## src/rtl/mac_pkg.sv

```systemverilog
// Shared types for the MAC lane sequencer: FSM encoding, lane port structs and sizing defaults.
package mac_pkg;

    localparam int MAC_ROWS_DEFAULT  = 64;
    localparam int MAC_ACCUM_DEFAULT = 16;
    localparam int MAC_LANES         = 4;
    localparam int MAC_ELEM_W        = 8;
    localparam int MAC_DATA_W        = MAC_LANES * MAC_ELEM_W;

    typedef enum logic [2:0] {
        ST_IDLE  = 3'd0,
        ST_BIAS  = 3'd1,
        ST_WFM   = 3'd2,
        ST_IFM   = 3'd3,
        ST_DRAIN = 3'd4
    } mac_lane_seq_state_e;

    typedef struct packed {
        logic [MAC_DATA_W-1:0] data;
    } mac_lane_wfm_port;

    typedef struct packed {
        logic [MAC_DATA_W-1:0] data;
        logic [MAC_LANES-1:0]  data_element_valid;
        logic                  inter_end;
        logic                  accum_end;
    } mac_lane_ifm_port;

endpackage

```

## src/rtl/mac_lane_seq_if.sv

```systemverilog
// Upstream and lane-side streaming channels of the sequencer; master is the sequencer itself.
interface mac_lane_seq_if;
    import mac_pkg::*;

    logic             i_bias_valid;
    logic             o_bias_ready;
    logic [31:0]      i_bias;
    logic             i_wfm_valid;
    logic             o_wfm_ready;
    mac_lane_wfm_port i_wfm;
    logic             i_ifm_valid;
    logic             o_ifm_ready;
    mac_lane_ifm_port i_ifm;
    logic             o_lane_bias_valid;
    logic             i_lane_bias_ready;
    logic [31:0]      o_lane_bias;
    logic             o_lane_wfm_valid;
    mac_lane_wfm_port o_lane_wfm;
    logic             o_lane_ifm_valid;
    logic             i_lane_ifm_ready;
    mac_lane_ifm_port o_lane_ifm;
    logic             i_ofm_fire;

    modport master (
        input  i_bias_valid, i_bias, i_wfm_valid, i_wfm, i_ifm_valid, i_ifm,
        input  i_lane_bias_ready, i_lane_ifm_ready, i_ofm_fire,
        output o_bias_ready, o_wfm_ready, o_ifm_ready,
        output o_lane_bias_valid, o_lane_bias, o_lane_wfm_valid, o_lane_wfm,
        output o_lane_ifm_valid, o_lane_ifm
    );

    modport slave (
        output i_bias_valid, i_bias, i_wfm_valid, i_wfm, i_ifm_valid, i_ifm,
        output i_lane_bias_ready, i_lane_ifm_ready, i_ofm_fire,
        input  o_bias_ready, o_wfm_ready, o_ifm_ready,
        input  o_lane_bias_valid, o_lane_bias, o_lane_wfm_valid, o_lane_wfm,
        input  o_lane_ifm_valid, o_lane_ifm
    );

endinterface

```

## src/rtl/mac_lane_seq.sv

```systemverilog
// Sequences one MAC pass: optional bias, then per accumulation set one held weight and a row burst
// of ifm with regenerated end flags, then waits for the lane to emit one ofm row per ifm row.
module mac_lane_seq
    import mac_pkg::*;
#(
    parameter int MAC_ROWS  = MAC_ROWS_DEFAULT,
    parameter int MAC_ACCUM = MAC_ACCUM_DEFAULT
) (
    input  logic                         i_clk,
    input  logic                         i_reset,
    input  logic                         i_start,
    input  logic                         i_bias_en,
    input  logic [$clog2(MAC_ROWS)-1:0]  i_rows_m1,
    input  logic [$clog2(MAC_ACCUM)-1:0] i_accum_m1,
    output logic                         o_busy,
    output logic                         o_done,
    output logic [2:0]                   o_state,
    mac_lane_seq_if.master               bus
);

    localparam int ROW_W = $clog2(MAC_ROWS);
    localparam int ACC_W = $clog2(MAC_ACCUM);
    localparam int OFM_W = ROW_W + 1;
    localparam logic [ROW_W-1:0] ROW_ONE = 1;
    localparam logic [ACC_W-1:0] ACC_ONE = 1;
    localparam logic [OFM_W-1:0] OFM_ONE = 1;

    mac_lane_seq_state_e state_reg, state_next;
    logic                bias_en_reg, bias_en_next;
    logic [ROW_W-1:0]    rows_m1_reg, rows_m1_next;
    logic [ACC_W-1:0]    accum_m1_reg, accum_m1_next;
    logic [ROW_W-1:0]    row_cnt_reg, row_cnt_next;
    logic [ACC_W-1:0]    acc_cnt_reg, acc_cnt_next;
    logic [OFM_W-1:0]    ofm_cnt_reg, ofm_cnt_next;
    mac_lane_wfm_port    wfm_reg, wfm_next;
    logic                done_reg, done_next;

    logic             bias_ready, lane_bias_valid, wfm_ready, lane_wfm_valid;
    logic             ifm_ready, lane_ifm_valid, ofm_complete;
    mac_lane_ifm_port lane_ifm;

    always_ff @(posedge i_clk or posedge i_reset) begin
        if (i_reset) begin
            state_reg    <= ST_IDLE;
            bias_en_reg  <= 1'b0;
            rows_m1_reg  <= '0;
            accum_m1_reg <= '0;
            row_cnt_reg  <= '0;
            acc_cnt_reg  <= '0;
            ofm_cnt_reg  <= '0;
            wfm_reg      <= '0;
            done_reg     <= 1'b0;
        end else begin
            state_reg    <= state_next;
            bias_en_reg  <= bias_en_next;
            rows_m1_reg  <= rows_m1_next;
            accum_m1_reg <= accum_m1_next;
            row_cnt_reg  <= row_cnt_next;
            acc_cnt_reg  <= acc_cnt_next;
            ofm_cnt_reg  <= ofm_cnt_next;
            wfm_reg      <= wfm_next;
            done_reg     <= done_next;
        end
    end

    always_comb begin
        state_next      = state_reg;
        bias_en_next    = bias_en_reg;
        rows_m1_next    = rows_m1_reg;
        accum_m1_next   = accum_m1_reg;
        row_cnt_next    = row_cnt_reg;
        acc_cnt_next    = acc_cnt_reg;
        ofm_cnt_next    = ofm_cnt_reg;
        wfm_next        = wfm_reg;
        done_next       = 1'b0;
        bias_ready      = 1'b0;
        lane_bias_valid = 1'b0;
        wfm_ready       = 1'b0;
        lane_wfm_valid  = 1'b0;
        ifm_ready       = 1'b0;
        lane_ifm_valid  = 1'b0;

        lane_ifm           = bus.i_ifm;
        lane_ifm.inter_end = (row_cnt_reg == rows_m1_reg);
        lane_ifm.accum_end = (acc_cnt_reg == accum_m1_reg);

        // Lane output can overlap the last set, so ofm rows are counted in every busy state;
        // the count saturates at rows_m1+1 so it cannot wrap.
        if (state_reg != ST_IDLE && bus.i_ofm_fire && ofm_cnt_reg <= {1'b0, rows_m1_reg})
            ofm_cnt_next = ofm_cnt_reg + OFM_ONE;
        ofm_complete = (ofm_cnt_next > {1'b0, rows_m1_reg});

        case (state_reg)
            ST_IDLE: begin
                if (i_start) begin
                    bias_en_next  = i_bias_en;
                    rows_m1_next  = i_rows_m1;
                    accum_m1_next = i_accum_m1;
                    row_cnt_next  = '0;
                    acc_cnt_next  = '0;
                    ofm_cnt_next  = '0;
                    state_next    = i_bias_en ? ST_BIAS : ST_WFM;
                end
            end
            ST_BIAS: begin
                lane_bias_valid = bus.i_bias_valid & bias_en_reg;
                bias_ready      = bus.i_lane_bias_ready & bias_en_reg;
                if (lane_bias_valid && bias_ready)
                    state_next = ST_WFM;
            end
            ST_WFM: begin
                wfm_ready = 1'b1;
                if (bus.i_wfm_valid) begin
                    wfm_next   = bus.i_wfm;
                    state_next = ST_IFM;
                end
            end
            ST_IFM: begin
                lane_wfm_valid = 1'b1;
                lane_ifm_valid = bus.i_ifm_valid;
                ifm_ready      = bus.i_lane_ifm_ready;
                if (bus.i_ifm_valid && bus.i_lane_ifm_ready) begin
                    if (row_cnt_reg != rows_m1_reg) begin
                        row_cnt_next = row_cnt_reg + ROW_ONE;
                    end else if (acc_cnt_reg != accum_m1_reg) begin
                        row_cnt_next = '0;
                        acc_cnt_next = acc_cnt_reg + ACC_ONE;
                        state_next   = ST_WFM;
                    end else begin
                        state_next = ST_DRAIN;
                    end
                end
            end
            ST_DRAIN: begin
                if (ofm_complete) begin
                    done_next  = 1'b1;
                    state_next = ST_IDLE;
                end
            end
            default: state_next = ST_IDLE;
        endcase
    end

    assign bus.o_bias_ready      = bias_ready;
    assign bus.o_lane_bias_valid = lane_bias_valid;
    assign bus.o_lane_bias       = bus.i_bias;
    assign bus.o_wfm_ready       = wfm_ready;
    assign bus.o_lane_wfm_valid  = lane_wfm_valid;
    assign bus.o_lane_wfm        = wfm_reg;
    assign bus.o_ifm_ready       = ifm_ready;
    assign bus.o_lane_ifm_valid  = lane_ifm_valid;
    assign bus.o_lane_ifm        = lane_ifm;

    assign o_busy  = (state_reg != ST_IDLE);
    assign o_done  = done_reg;
    assign o_state = state_reg;

endmodule

```

## src/flat_wrapper.sv

```systemverilog
// flat-port wrapper written by rule: the top's interface ports become plain ports
module mac_lane_seq_flat import mac_pkg::*;
#(
    parameter int MAC_ROWS  = MAC_ROWS_DEFAULT,
    parameter int MAC_ACCUM = MAC_ACCUM_DEFAULT
)
  (i_clk, i_reset, i_start, i_bias_en, i_rows_m1, i_accum_m1, o_busy, o_done, o_state, bus_i_bias_valid, bus_i_bias, bus_i_wfm_valid, bus_i_wfm, bus_i_ifm_valid, bus_i_ifm, bus_i_lane_bias_ready, bus_i_lane_ifm_ready, bus_i_ofm_fire, bus_o_bias_ready, bus_o_wfm_ready, bus_o_ifm_ready, bus_o_lane_bias_valid, bus_o_lane_bias, bus_o_lane_wfm_valid, bus_o_lane_wfm, bus_o_lane_ifm_valid, bus_o_lane_ifm);
  mac_lane_seq_if bus_i ();
  input  logic i_clk;
  input  logic i_reset;
  input  logic i_start;
  input  logic i_bias_en;
  input  logic [$clog2(MAC_ROWS)-1:0] i_rows_m1;
  input  logic [$clog2(MAC_ACCUM)-1:0] i_accum_m1;
  output logic o_busy;
  output logic o_done;
  output logic [2:0] o_state;
  input wire logic [$bits(bus_i.i_bias_valid)-1:0] bus_i_bias_valid;
  input wire logic [$bits(bus_i.i_bias)-1:0] bus_i_bias;
  input wire logic [$bits(bus_i.i_wfm_valid)-1:0] bus_i_wfm_valid;
  input wire logic [$bits(bus_i.i_wfm)-1:0] bus_i_wfm;
  input wire logic [$bits(bus_i.i_ifm_valid)-1:0] bus_i_ifm_valid;
  input wire logic [$bits(bus_i.i_ifm)-1:0] bus_i_ifm;
  input wire logic [$bits(bus_i.i_lane_bias_ready)-1:0] bus_i_lane_bias_ready;
  input wire logic [$bits(bus_i.i_lane_ifm_ready)-1:0] bus_i_lane_ifm_ready;
  input wire logic [$bits(bus_i.i_ofm_fire)-1:0] bus_i_ofm_fire;
  output wire logic [$bits(bus_i.o_bias_ready)-1:0] bus_o_bias_ready;
  output wire logic [$bits(bus_i.o_wfm_ready)-1:0] bus_o_wfm_ready;
  output wire logic [$bits(bus_i.o_ifm_ready)-1:0] bus_o_ifm_ready;
  output wire logic [$bits(bus_i.o_lane_bias_valid)-1:0] bus_o_lane_bias_valid;
  output wire logic [$bits(bus_i.o_lane_bias)-1:0] bus_o_lane_bias;
  output wire logic [$bits(bus_i.o_lane_wfm_valid)-1:0] bus_o_lane_wfm_valid;
  output wire logic [$bits(bus_i.o_lane_wfm)-1:0] bus_o_lane_wfm;
  output wire logic [$bits(bus_i.o_lane_ifm_valid)-1:0] bus_o_lane_ifm_valid;
  output wire logic [$bits(bus_i.o_lane_ifm)-1:0] bus_o_lane_ifm;
  assign bus_i.i_bias_valid = bus_i_bias_valid;
  assign bus_i.i_bias = bus_i_bias;
  assign bus_i.i_wfm_valid = bus_i_wfm_valid;
  assign bus_i.i_wfm = bus_i_wfm;
  assign bus_i.i_ifm_valid = bus_i_ifm_valid;
  assign bus_i.i_ifm = bus_i_ifm;
  assign bus_i.i_lane_bias_ready = bus_i_lane_bias_ready;
  assign bus_i.i_lane_ifm_ready = bus_i_lane_ifm_ready;
  assign bus_i.i_ofm_fire = bus_i_ofm_fire;
  assign bus_o_bias_ready = bus_i.o_bias_ready;
  assign bus_o_wfm_ready = bus_i.o_wfm_ready;
  assign bus_o_ifm_ready = bus_i.o_ifm_ready;
  assign bus_o_lane_bias_valid = bus_i.o_lane_bias_valid;
  assign bus_o_lane_bias = bus_i.o_lane_bias;
  assign bus_o_lane_wfm_valid = bus_i.o_lane_wfm_valid;
  assign bus_o_lane_wfm = bus_i.o_lane_wfm;
  assign bus_o_lane_ifm_valid = bus_i.o_lane_ifm_valid;
  assign bus_o_lane_ifm = bus_i.o_lane_ifm;
  mac_lane_seq #(.MAC_ROWS(MAC_ROWS), .MAC_ACCUM(MAC_ACCUM)) u_core (.i_clk(i_clk), .i_reset(i_reset), .i_start(i_start), .i_bias_en(i_bias_en), .i_rows_m1(i_rows_m1), .i_accum_m1(i_accum_m1), .o_busy(o_busy), .o_done(o_done), .o_state(o_state), .bus(bus_i));
endmodule
```

## config.mk

```make
export PLATFORM = sky130hd
export DESIGN_NAME = mac_lane_seq_flat
export DESIGN_NICKNAME = d
export VERILOG_FILES = /design/src/rtl/mac_pkg.sv /design/src/rtl/mac_lane_seq_if.sv /design/src/rtl/mac_lane_seq.sv /design/src/flat_wrapper.sv
export SDC_FILE = /design/constraint.sdc
export NUM_CORES = 1
export LEC_CHECK = 0
export BUFFER_PORTS_ARGS = -buffer_cell sky130_fd_sc_hd__buf_4
export CELL_PAD_IN_SITES_DETAIL_PLACEMENT = 1
export CELL_PAD_IN_SITES_GLOBAL_PLACEMENT = 2
export CORE_MARGIN = 8
export CORE_UTILIZATION = 26
export DETAILED_ROUTE_END_ITERATION = 6
export PLACE_DENSITY = 0.91
export SYNTH_ARGS = -nofsm -noshare
export SYNTH_HDL_FRONTEND = slang
export SYNTH_SLANG_ARGS = --single-unit
export TNS_END_PERCENT = 20
```

## constraint.sdc

```tcl
create_clock -name i_clk -period 5.1 [get_ports i_clk]
set_clock_uncertainty 0.05 [all_clocks]
set_input_delay 0.51 -clock i_clk [delete_from_list [all_inputs] [get_ports i_clk]]
set_output_delay 0.51 -clock i_clk [all_outputs]
set_load 0.02 [all_outputs]
```

Yosys cells after proc, flatten, opt, wreduce, memory -nomap -nowiden

Cells that the tools add are included.

Register bits: 64
Bits of input ports: 122
Output and inout bits: 113
Logic and storage cells: 74

Add/sub/neg operators: 3
$lt $le $gt $ge: 2
Equal/unequal tests: 16
Multiplexer cells: 30
Bitwise operators: 2
Reduce and logical (&&, ||, !) cells: 12

Operator list:

| operator                                                        | number |
|---|---|
| 6-bit 2-to-1 mux                                                | 4 |
| 3-bit 2-to-1 mux                                                | 7 |
| 7-bit 2-to-1 mux                                                | 3 |
| 4-bit 2-to-1 mux                                                | 4 |
| 3-bit one-hot mux with 5 select lines                           | 1 |
| 6-bit one-hot mux with 2 select lines                           | 1 |
| 1-bit 2-to-1 mux                                                | 8 |
| 2-bit by 1-bit != test with 1-bit output, second input constant | 4 |
| 4-bit one-hot mux with 2 select lines                           | 1 |
| 7-bit by 1-bit adder with 7-bit output, second input constant   | 1 |
| 7-bit by 6-bit > comparator with 1-bit output                   | 1 |
| 7-bit by 6-bit <= comparator with 1-bit output                  | 1 |
| 6-bit by 1-bit adder with 6-bit output, second input constant   | 1 |
| 3-bit by 2-bit == test with 1-bit output, second input constant | 2 |
| 6-bit == test                                                   | 1 |
| 2-bit != test, second input constant                            | 3 |
| 6-bit != test                                                   | 1 |
| 6-bit AND reduction                                             | 1 |
| 5-bit AND reduction                                             | 1 |
| 4-bit by 1-bit adder with 4-bit output, second input constant   | 1 |
| 4-bit == test                                                   | 1 |
| 1-bit logical AND                                               | 4 |
| 4-bit != test                                                   | 1 |
| 2-bit AND reduction                                             | 2 |
| other kinds (9)                                                 | 10 |

Depth between registers and ports, before layout

Gate-level depths: netlist of run 1.

Depth in word-level cells: 7
Depth in mapped cells: 14
Mapped depth without buffers: 14

Least setup slack after synthesis of run 1

Ideal clock, no wire load.

Path type: register to register
Start point: reg u_core.rows_m1_reg[5]
End point: reg u_core.state_reg[0], in the netlist u_core.o_state[0]
Library setup time: 126 ps
Arrival: 2,859 ps
Slack: 2,065 ps
Stages on the path, launching flop included: 15
Cell sequence: dfrtp_1 -> inv_1 -> ha_1 -> nand4b_1 -> or4b_1 -> o21a_2 -> nor3_1 -> xnor2_1 -> ha_1 -> nand3_1 -> a21oi_1 -> a211oi_1 -> o21a_1 -> a41oi_2 -> mux2i_1

Longest elaborated chain between the ends: 6
Elaborated cells between the ends (all ways): 8

RTL lines:

| item                                                      | line               | RTL |
|---|---|---|
| start: declaration                                        | mac_lane_seq.sv:30 | `logic [ROW_W-1:0] rows_m1_reg, rows_m1_next;` |
| start signal: assignment                                  | mac_lane_seq.sv:56 | `rows_m1_reg <= rows_m1_next;` |
| 7-bit by 6-bit <= comparator with 1-bit output            | mac_lane_seq.sv:89 | `if (state_reg != ST_IDLE && bus.i_ofm_fire && ofm_cnt_reg <= {1'b0, rows_m1_reg})` |
| 1-bit logical AND                                         | mac_lane_seq.sv:89 |  |
| 7-bit 2-to-1 mux                                          | mac_lane_seq.sv:89 |  |
| 7-bit by 6-bit > comparator with 1-bit output             | mac_lane_seq.sv:91 | `ofm_complete = (ofm_cnt_next > {1'b0, rows_m1_reg});` |
| 2-bit by 1-bit != test with 1-bit output (no source line) | -                  |  |
| 6-bit AND reduction (no source line) (*)                  | -                  |  |
| end signal: assignment                                    | mac_lane_seq.sv:54 | `state_reg <= state_next;` |
| end: declaration                                          | mac_lane_seq.sv:28 | `mac_lane_seq_state_e state_reg, state_next;` |

Every way passes the cells marked *; elsewhere a longest branch is shown, timed or not.
A chain may end at the register's enable or synchronous reset.

Final worst setup path of run 1

Start point: reg u_core.rows_m1_reg[4]
End point: reg u_core.state_reg[0], in the netlist u_core.o_state[0]

The elaborated chain is that of the path after synthesis.

==> reports/summary.log, run 1 <==
INFO  status         status=finished, final reports clean
INFO  floorplanning  die_w=135um
INFO  placement      placement.io_buffers=96
INFO  worst_setup_path crit_type=reg -> reg
INFO  final_layout   final_common_cell=sky130_fd_sc_hd__buf_4
INFO  clocking       post_cts_resized=0
INFO  clocking       ctsHoldBuffers=0
INFO  floorplanning  initial_core_util=0.264
INFO  synth          number_of_synthesized_flops_with_an_enable_pin=0
INFO  clocking       clkLatencyLatePin=320ps
INFO  power          power_density=684nW/um^2
INFO  worst_setup_path required=5260ps
INFO  grt            grt_pass1_vias=3,000
INFO  power          ir_worst_vdd=355uV
INFO  clocking       htree_num_levels=3
INFO  final_layout   layout_common_cells=99 x sky130_fd_sc_hd__buf_4, 64 x sky130_fd_sc_hd__dfrtp_1, 39 x sky130_fd_sc_hd__mux2_2
INFO  route          drt_drc_violations_left=0
INFO  placement      place.detailed.hpwl=7200um
INFO  worst_setup_path worst-path-max-fanout=7
INFO  power          p_sw=1.20mW
INFO  route          detailedRoute.firstPassIterationCount=4
INFO  sta            timing_hold_violations_final=0
INFO  placement      gp_routability_congestion=0.758
INFO  grt            met3_track_demand_over_resource_in_global_routing=0.0620
INFO  sta            timing.final.max_slew_violations=0
INFO  grt            largest_net_degree_at_the_start_of_global_routing=65
INFO  floorplanning  coreArea=13,800squm
INFO  clocking       post_cts.repair.setup_buffers=0
INFO  final_layout   drive_gt1_frac=0.413
INFO  worst_setup_path critical_path_data_arrival_time=3570ps
INFO  route          routed_wire_length_per_instance=16.7um
INFO  synth          post_synth_num_cell_types=41
INFO  final_layout   count_of_antenna_diodes_in_the_layout=0
INFO  grt            global_routing_met1_resource_utilization=0.109
INFO  hold_path      worstHoldPathType=in -> reg
INFO  final_layout   post_layout_nonfiller_instances=560
INFO  synth          ys.warnings.count=0
INFO  synth          synthCells=342
INFO  sta            rsz_0062_raised_after_global_routing=false
INFO  flow_run       drv.max_cap_violation_count=0
INFO  floorplanning  top_level_ports=235
INFO  synth          synth_seq_area_share=0.438
INFO  synth          avgSynthCellArea=10.7squm
INFO  power          p_leak=1.98nW
INFO  power          comb_power_share=0.495
INFO  final_layout   layout.nets=512
INFO  worst_setup_path startpoint_type=register
INFO  sta            worstMarginPinSlew=832ps
INFO  placement      dpl.cell_count=544
INFO  floorplanning  rows=43
INFO  clocking       path_clk_slew=50ps
INFO  clocking       clockRootBuffer=sky130_fd_sc_hd__clkbuf_16
INFO  power          switching_share=0.405
INFO  synth          synth_seq_cells=64
INFO  final_layout   largest_register_ffs=32
INFO  synth          syn-num-nets=479
INFO  grt            grt_most_used_layer=met2
INFO  route          detailed_router_s_first_iteration_violation_count=73
INFO  power          cellInternalPower=1.76mW
INFO  grt            global_route.usage.met2=0.171
INFO  grt            grt_antenna_before_repair=0
INFO  clocking       cts_tree=done
INFO  grt            grt_overflow=0
INFO  route          routed-via-count=2,543
INFO  sta            peak_clock_frequency_supported_by_timing=293MHz
INFO  sta            period_share=0.669
INFO  sta            period_minus_slack=3410ps
INFO  clocking       clock_tree.buffer_depth=2
INFO  grt            grt_pass1_wl=15,100um
INFO  final_layout   areaGrowthSynthToFinish=18.8%
INFO  synth          synth_flop_cell=sky130_fd_sc_hd__dfrtp_1
INFO  power          power.share.clock=0.189
INFO  floorplanning  die-height=135um
INFO  clocking       cts_sinks=64
INFO  synth          synthArstFlopShare=1.00
INFO  sta            worst_slew_slack_as_a_fraction_of_its_limit=0.440
INFO  sta            setup-violations-final=0
INFO  route          detailed_route_wire_length=9330um
INFO  worst_setup_path endpoint_kind=register
INFO  clocking       cts_bufs_inserted=9
INFO  floorplanning  area_of_the_die=18,100squm
INFO  power          power.sequential.fraction=0.316
INFO  route          postRouteAntennaNets=0
INFO  synth          synthesized_cell_area=3650squm
INFO  grt            grt_use_total=0.107
INFO  sta            setup_total_negative_slack=0ps
INFO  route          drt-vias-per-instance=4.54
[through the flow]
step	hold slack, ps	worst slack, ps	instance area, sq um	total power, mW	utilization
floorplan	445	2060	3650	1.96	-
global placement	441	1760	4070	2.36	0.295
detailed placement	447	1710	4070	2.44	0.295
CTS	325	1690	4340	3.03	0.314
global route	340	1460	4340	3.21	0.314
finish	341	1690	4340	2.97	0.314
[worst max-delay path: stages (launching register included)]
cell                       delay (ps)
sky130_fd_sc_hd__dfrtp_1          390
sky130_fd_sc_hd__inv_1            100
sky130_fd_sc_hd__ha_1             300
sky130_fd_sc_hd__nand4b_1         130
sky130_fd_sc_hd__or4b_1           520
sky130_fd_sc_hd__o21a_2           180
sky130_fd_sc_hd__nor3_1           230
sky130_fd_sc_hd__xor2_1           250
sky130_fd_sc_hd__ha_1             270
sky130_fd_sc_hd__nand3_1          100
sky130_fd_sc_hd__a21oi_1           50
sky130_fd_sc_hd__a211oi_1         220
sky130_fd_sc_hd__o21a_1           230
sky130_fd_sc_hd__a41oi_2          140
sky130_fd_sc_hd__mux2i_1          150
[Yosys cell counts, types with 2 or more instances]
cell type | n | area, sq um
sky130_fd_sc_hd__a211oi_1 | 2 | 15.0
sky130_fd_sc_hd__a21oi_1 | 9 | 45.0
sky130_fd_sc_hd__a31oi_1 | 3 | 18.8
sky130_fd_sc_hd__and2_1 | 6 | 37.5
sky130_fd_sc_hd__buf_2 | 4 | 20.0
sky130_fd_sc_hd__buf_4 | 68 | 510
sky130_fd_sc_hd__clkbuf_1 | 5 | 18.8
sky130_fd_sc_hd__dfrtp_1 | 64 | 1600
sky130_fd_sc_hd__ha_1 | 15 | 188
sky130_fd_sc_hd__inv_1 | 16 | 60.1
sky130_fd_sc_hd__mux2_2 | 39 | 439
sky130_fd_sc_hd__mux2i_1 | 2 | 20.0
sky130_fd_sc_hd__nand2_1 | 13 | 48.8
sky130_fd_sc_hd__nand3_1 | 9 | 45.0
sky130_fd_sc_hd__nand3b_1 | 2 | 15.0
sky130_fd_sc_hd__nand4_1 | 3 | 18.8
sky130_fd_sc_hd__nor2_1 | 15 | 56.3
sky130_fd_sc_hd__nor2b_1 | 5 | 31.3
sky130_fd_sc_hd__nor3_1 | 7 | 35.0
sky130_fd_sc_hd__nor4_1 | 2 | 12.5
sky130_fd_sc_hd__o211ai_1 | 3 | 22.5
sky130_fd_sc_hd__o21a_1 | 2 | 15.0
sky130_fd_sc_hd__o21ai_0 | 11 | 55.1
sky130_fd_sc_hd__o31ai_1 | 2 | 15.0
sky130_fd_sc_hd__xnor2_1 | 9 | 78.8
sky130_fd_sc_hd__xor2_1 | 11 | 96.3
[cell type report]
class | instances | area (sq um)
flip-flops and latches | 64 | 1600
fillers | 1524 | 9490
well taps | 180 | 225
inverters | 17 | 63.8
clock buffers | 13 | 250
repair buffers | 99 | 743
multi-input cells | 184 | 1440
clock inverters | 3 | 17.5
[cell families (layout without fill, tap and decap cells)]
logic type,after synthesis,after routing,share of synthesized area
mux,41,41,0.126
buf+inv,94,132,0.168
flops,64,64,0.438
fa+ha+maj,15,15,0.0514
simple gates,69,69,0.0990
compound gates,39,39,0.0699
xor+xnor,20,20,0.0479
[final timing paths]
path,end,startpoint,depth (start not counted),slack (ps)
worst max-delay path,u_core.o_state[0],u_core.rows_m1_reg[4],14,1690
worst min-delay path,u_core.o_state[1],i_bias_en,2,340
worst max register to register,u_core.o_state[0],u_core.rows_m1_reg[4],14,1690
worst min register to register,u_core.bus.o_lane_wfm[24],u_core.bus.o_lane_wfm[24],1,460
max in group asynchronous,u_core.ofm_cnt_reg[4],i_reset,3,4070
min in group asynchronous,u_core.bus.o_lane_wfm[11],i_reset,3,380
[metal layers]
layer  share of wire  up-vias
met5               0        -
met4           0.030        0
met3            0.11       39
met2            0.47      104
met1            0.38     1233
li1                -     1167
[power by group through the flow]
stage	combinational (mW)	clock, mW	sequential, mW
finish	1.47	0.560	0.938
global route	1.63	0.610	0.973
CTS	1.50	0.589	0.944
detailed placement	1.49	0	0.949
global placement	1.44	0	0.927
floorplan	0.899	0	1.06
Power figures use the tool's default switching activity.
==> inputs of run 2 (changes only) <==
- CORE_UTILIZATION: 26 -> 21
- PLACE_DENSITY: 0.91 -> 0.79
- clock period: 5.1 -> 2.75 ns (I/O delays scaled with it)
==> run 2 against run 1 <==
  * The flow now finishes with violations (setup timing)
  * Critical endpoint is now u_core.o_state[2]
  * Combinational power up 140%
  * Core utilization down 2.8 points
  * Via count up 6.1%
  * Highest routed layer unchanged
  * Largest power group unchanged
==> reports/summary.log, run 2 (synthesized netlist as in run 1, its figures left out) <==
INFO  status         status=finished with violations
INFO  status         violations=setup timing
INFO  clocking       path_clk_slew=60ps [about the same]
INFO  final_layout   layout.nets=554 [+8.2%]
INFO  clocking       clock_tree.buffer_depth=2 [unchanged]
INFO  route          routed_wire_length_per_instance=16.2um [-2.8%]
INFO  placement      post_place_setup_slack=-408ps [-2120 ps]
INFO  clocking       cts_bufs_inserted=9 [unchanged]
INFO  route          detailed_route_wire_length=10,500um [+12%]
INFO  final_layout   drive_gt1_frac=0.514 [+0.101]
INFO  final_layout   largest_register_ffs=32 [unchanged]
INFO  sta            worst_slew_slack_as_a_fraction_of_its_limit=0.598 [+0.158]
INFO  floorplanning  rows=48 [+12%]
INFO  placement      placement.io_buffers=96 [unchanged]
INFO  final_layout   final_common_cell=sky130_fd_sc_hd__buf_4
INFO  flow_run       drv.max_cap_violation_count=0 [unchanged]
INFO  floorplanning  top_level_ports=235 [unchanged]
INFO  worst_setup_path regToRegStartpoint=u_core.ofm_cnt_reg[4]
INFO  grt            grt_pass1_wl=16,900um [+12%]
INFO  placement      place.detailed.hpwl=8030um [+12%]
INFO  sta            peak_clock_frequency_supported_by_timing=324MHz [+11%]
INFO  sta            period_minus_slack=3090ps [-324 ps]
INFO  worst_setup_path critical_path_data_arrival_time=3300ps [-270 ps]
INFO  grt            grt_use_total=0.0981 [-0.00878]
INFO  grt            grt_overflow=0 [unchanged]
INFO  floorplanning  coreArea=17,200squm [+24%]
INFO  clocking       cts_sinks=64 [unchanged]
INFO  floorplanning  initial_core_util=0.213 [-0.0515]
INFO  hold_path      worstHoldPathType=in -> reg
INFO  route          detailedRoute.firstPassIterationCount=4 [unchanged]
INFO  route          drt-vias-per-instance=4.17 [-8.1%]
INFO  sta            setup-violations-final=3 [+3]
INFO  worst_setup_path reg2reg_setup_slack=-340ps [-2030 ps]
INFO  floorplanning  die-height=148um [+9.9%]
INFO  placement      gp_routability_congestion=0.795 [+4.9%]
INFO  clocking       clkLatencyLatePin=330ps [about the same]
INFO  grt            grt_pass1_vias=3,183 [+6.1%]
INFO  sta            period_share=1.12 [+0.454]
INFO  final_layout   layout_common_cells=138 x sky130_fd_sc_hd__buf_4, 64 x sky130_fd_sc_hd__dfrtp_1, 39 x sky130_fd_sc_hd__mux2_2, 14 x sky130_fd_sc_hd__inv_1
INFO  worst_setup_path endpoint_kind=register
INFO  sta            setup_ws=-337ps [-2030 ps]
INFO  final_layout   post-route-util=0.286 [-0.0284]
INFO  final_layout   count_of_antenna_diodes_in_the_layout=0 [unchanged]
INFO  route          postRouteAntennaNets=0 [unchanged]
INFO  worst_setup_path worst_r2r_endpoint=u_core.o_state[2]
INFO  worst_setup_path critical_path.startpoint=u_core.ofm_cnt_reg[4]
INFO  clocking       cts_tree=done
INFO  final_layout   areaGrowthSynthToFinish=34.2%
INFO  clocking       htree_num_levels=3 [unchanged]
INFO  floorplanning  area_of_the_die=21,900squm [+21%]
INFO  sta            rsz_0062_raised_after_global_routing=true
INFO  route          drt_drc_violations_left=0 [unchanged]
INFO  worst_setup_path worst_setup_path_endpoint=u_core.o_state[2]
INFO  sta            timing_hold_violations_final=0 [unchanged]
INFO  worst_setup_path worst-path-max-fanout=7 [unchanged]
INFO  floorplanning  die_w=148um [+9.9%]
INFO  worst_setup_path required=2960ps [-2300 ps]
INFO  route          detailed_router_s_first_iteration_violation_count=86 [+18%]
INFO  sta            worstMarginPinSlew=597ps [-234 ps]
INFO  grt            largest_net_degree_at_the_start_of_global_routing=65 [unchanged]
INFO  worst_setup_path crit_type=reg -> reg
INFO  grt            grt_antenna_before_repair=0 [unchanged]
INFO  clocking       clockRootBuffer=sky130_fd_sc_hd__clkbuf_16
INFO  sta            timing.final.max_slew_violations=0 [unchanged]
INFO  sta            setup_total_negative_slack=-928ps [-928 ps]
INFO  power          p_leak=2.24nW [+13%]
INFO  sta            whs=107ps [-234 ps]
INFO  power          power_density=1320nW/um^2 [+93%]
INFO  worst_setup_path startpoint_type=register
INFO  power          ir_worst_vdd=467uV [+31%]
INFO  route          routed-via-count=2,699 [+6.1%]
INFO  worst_setup_path reg2reg_depth=13 [-1]
## run 2: power by group
group          leakage, nW  internal, mW  switching, mW
Clock                0.145         0.730          0.456
Sequential           0.783          1.39          0.305
Combinational         1.31          1.79           1.79
Total                 2.24          3.91           2.55
## run 2: critical path, stage by stage, from the launching register on
cell	delay (ps)
sky130_fd_sc_hd__dfrtp_1	430
sky130_fd_sc_hd__ha_4	300
sky130_fd_sc_hd__nand4b_1	110
sky130_fd_sc_hd__or4b_4	510
sky130_fd_sc_hd__o21a_4	180
sky130_fd_sc_hd__nor2_4	120
sky130_fd_sc_hd__xor2_2	160
sky130_fd_sc_hd__ha_1	260
sky130_fd_sc_hd__a21o_1	170
sky130_fd_sc_hd__a211oi_2	210
sky130_fd_sc_hd__o21a_1	180
sky130_fd_sc_hd__buf_4	120
sky130_fd_sc_hd__nand4_1	90
sky130_fd_sc_hd__o21ai_1	90
## run 2: how the worst min path moves through the flow
stage / start / endpoint / slack [ps] / cells after the start
floorplan: i_bias_en / u_core.o_state[1] / 330 / 1
global placement: i_reset / u_core.bus.o_lane_wfm[10] / 330 / 3
detailed placement: i_reset / u_core.bus.o_lane_wfm[11] / 350 / 3
CTS: i_bias_en / u_core.o_state[1] / 90 / 2
global route: i_bias_en / u_core.o_state[1] / 110 / 2
finish: i_bias_en / u_core.o_state[1] / 110 / 2
## run 2: area by class of cell
type / count / area, sq um
clock buffer: 10 / 239
clock inverter: 6 / 67.6
fill: 2004 / 12300
inverter: 17 / 63.8
multi-input combinational: 184 / 1570
sequential: 64 / 1600
tap: 225 / 282
timing repair buffer: 141 / 1090
## run 2: repair_timing
action	in CTS	in global routing
pin swaps	9	9
gates resized for setup	11	4
hold endpoints to repair	64	0
cloned	0	0
setup endpoints to repair	3	3
hold buffers	1	0
setup buffers	6	2
## run 2: per-layer routing
layer  part of all wire  track usage  wire, um
met4              0.016       0.0357       169
met3              0.090       0.0483       941
met2               0.49        0.162      5120
met1               0.41        0.107      4250
met5                  0            0         0
## run 2: stage by stage
step | power (mW) | cell area, sq um | cells
global route | 6.94 | 4900 | 647
global placement | 4.89 | 4440 | 622
detailed placement | 5.06 | 4440 | 622
CTS | 6.49 | 4870 | 645
finish | 6.46 | 4900 | 647
floorplan | 3.68 | 3690 | 342
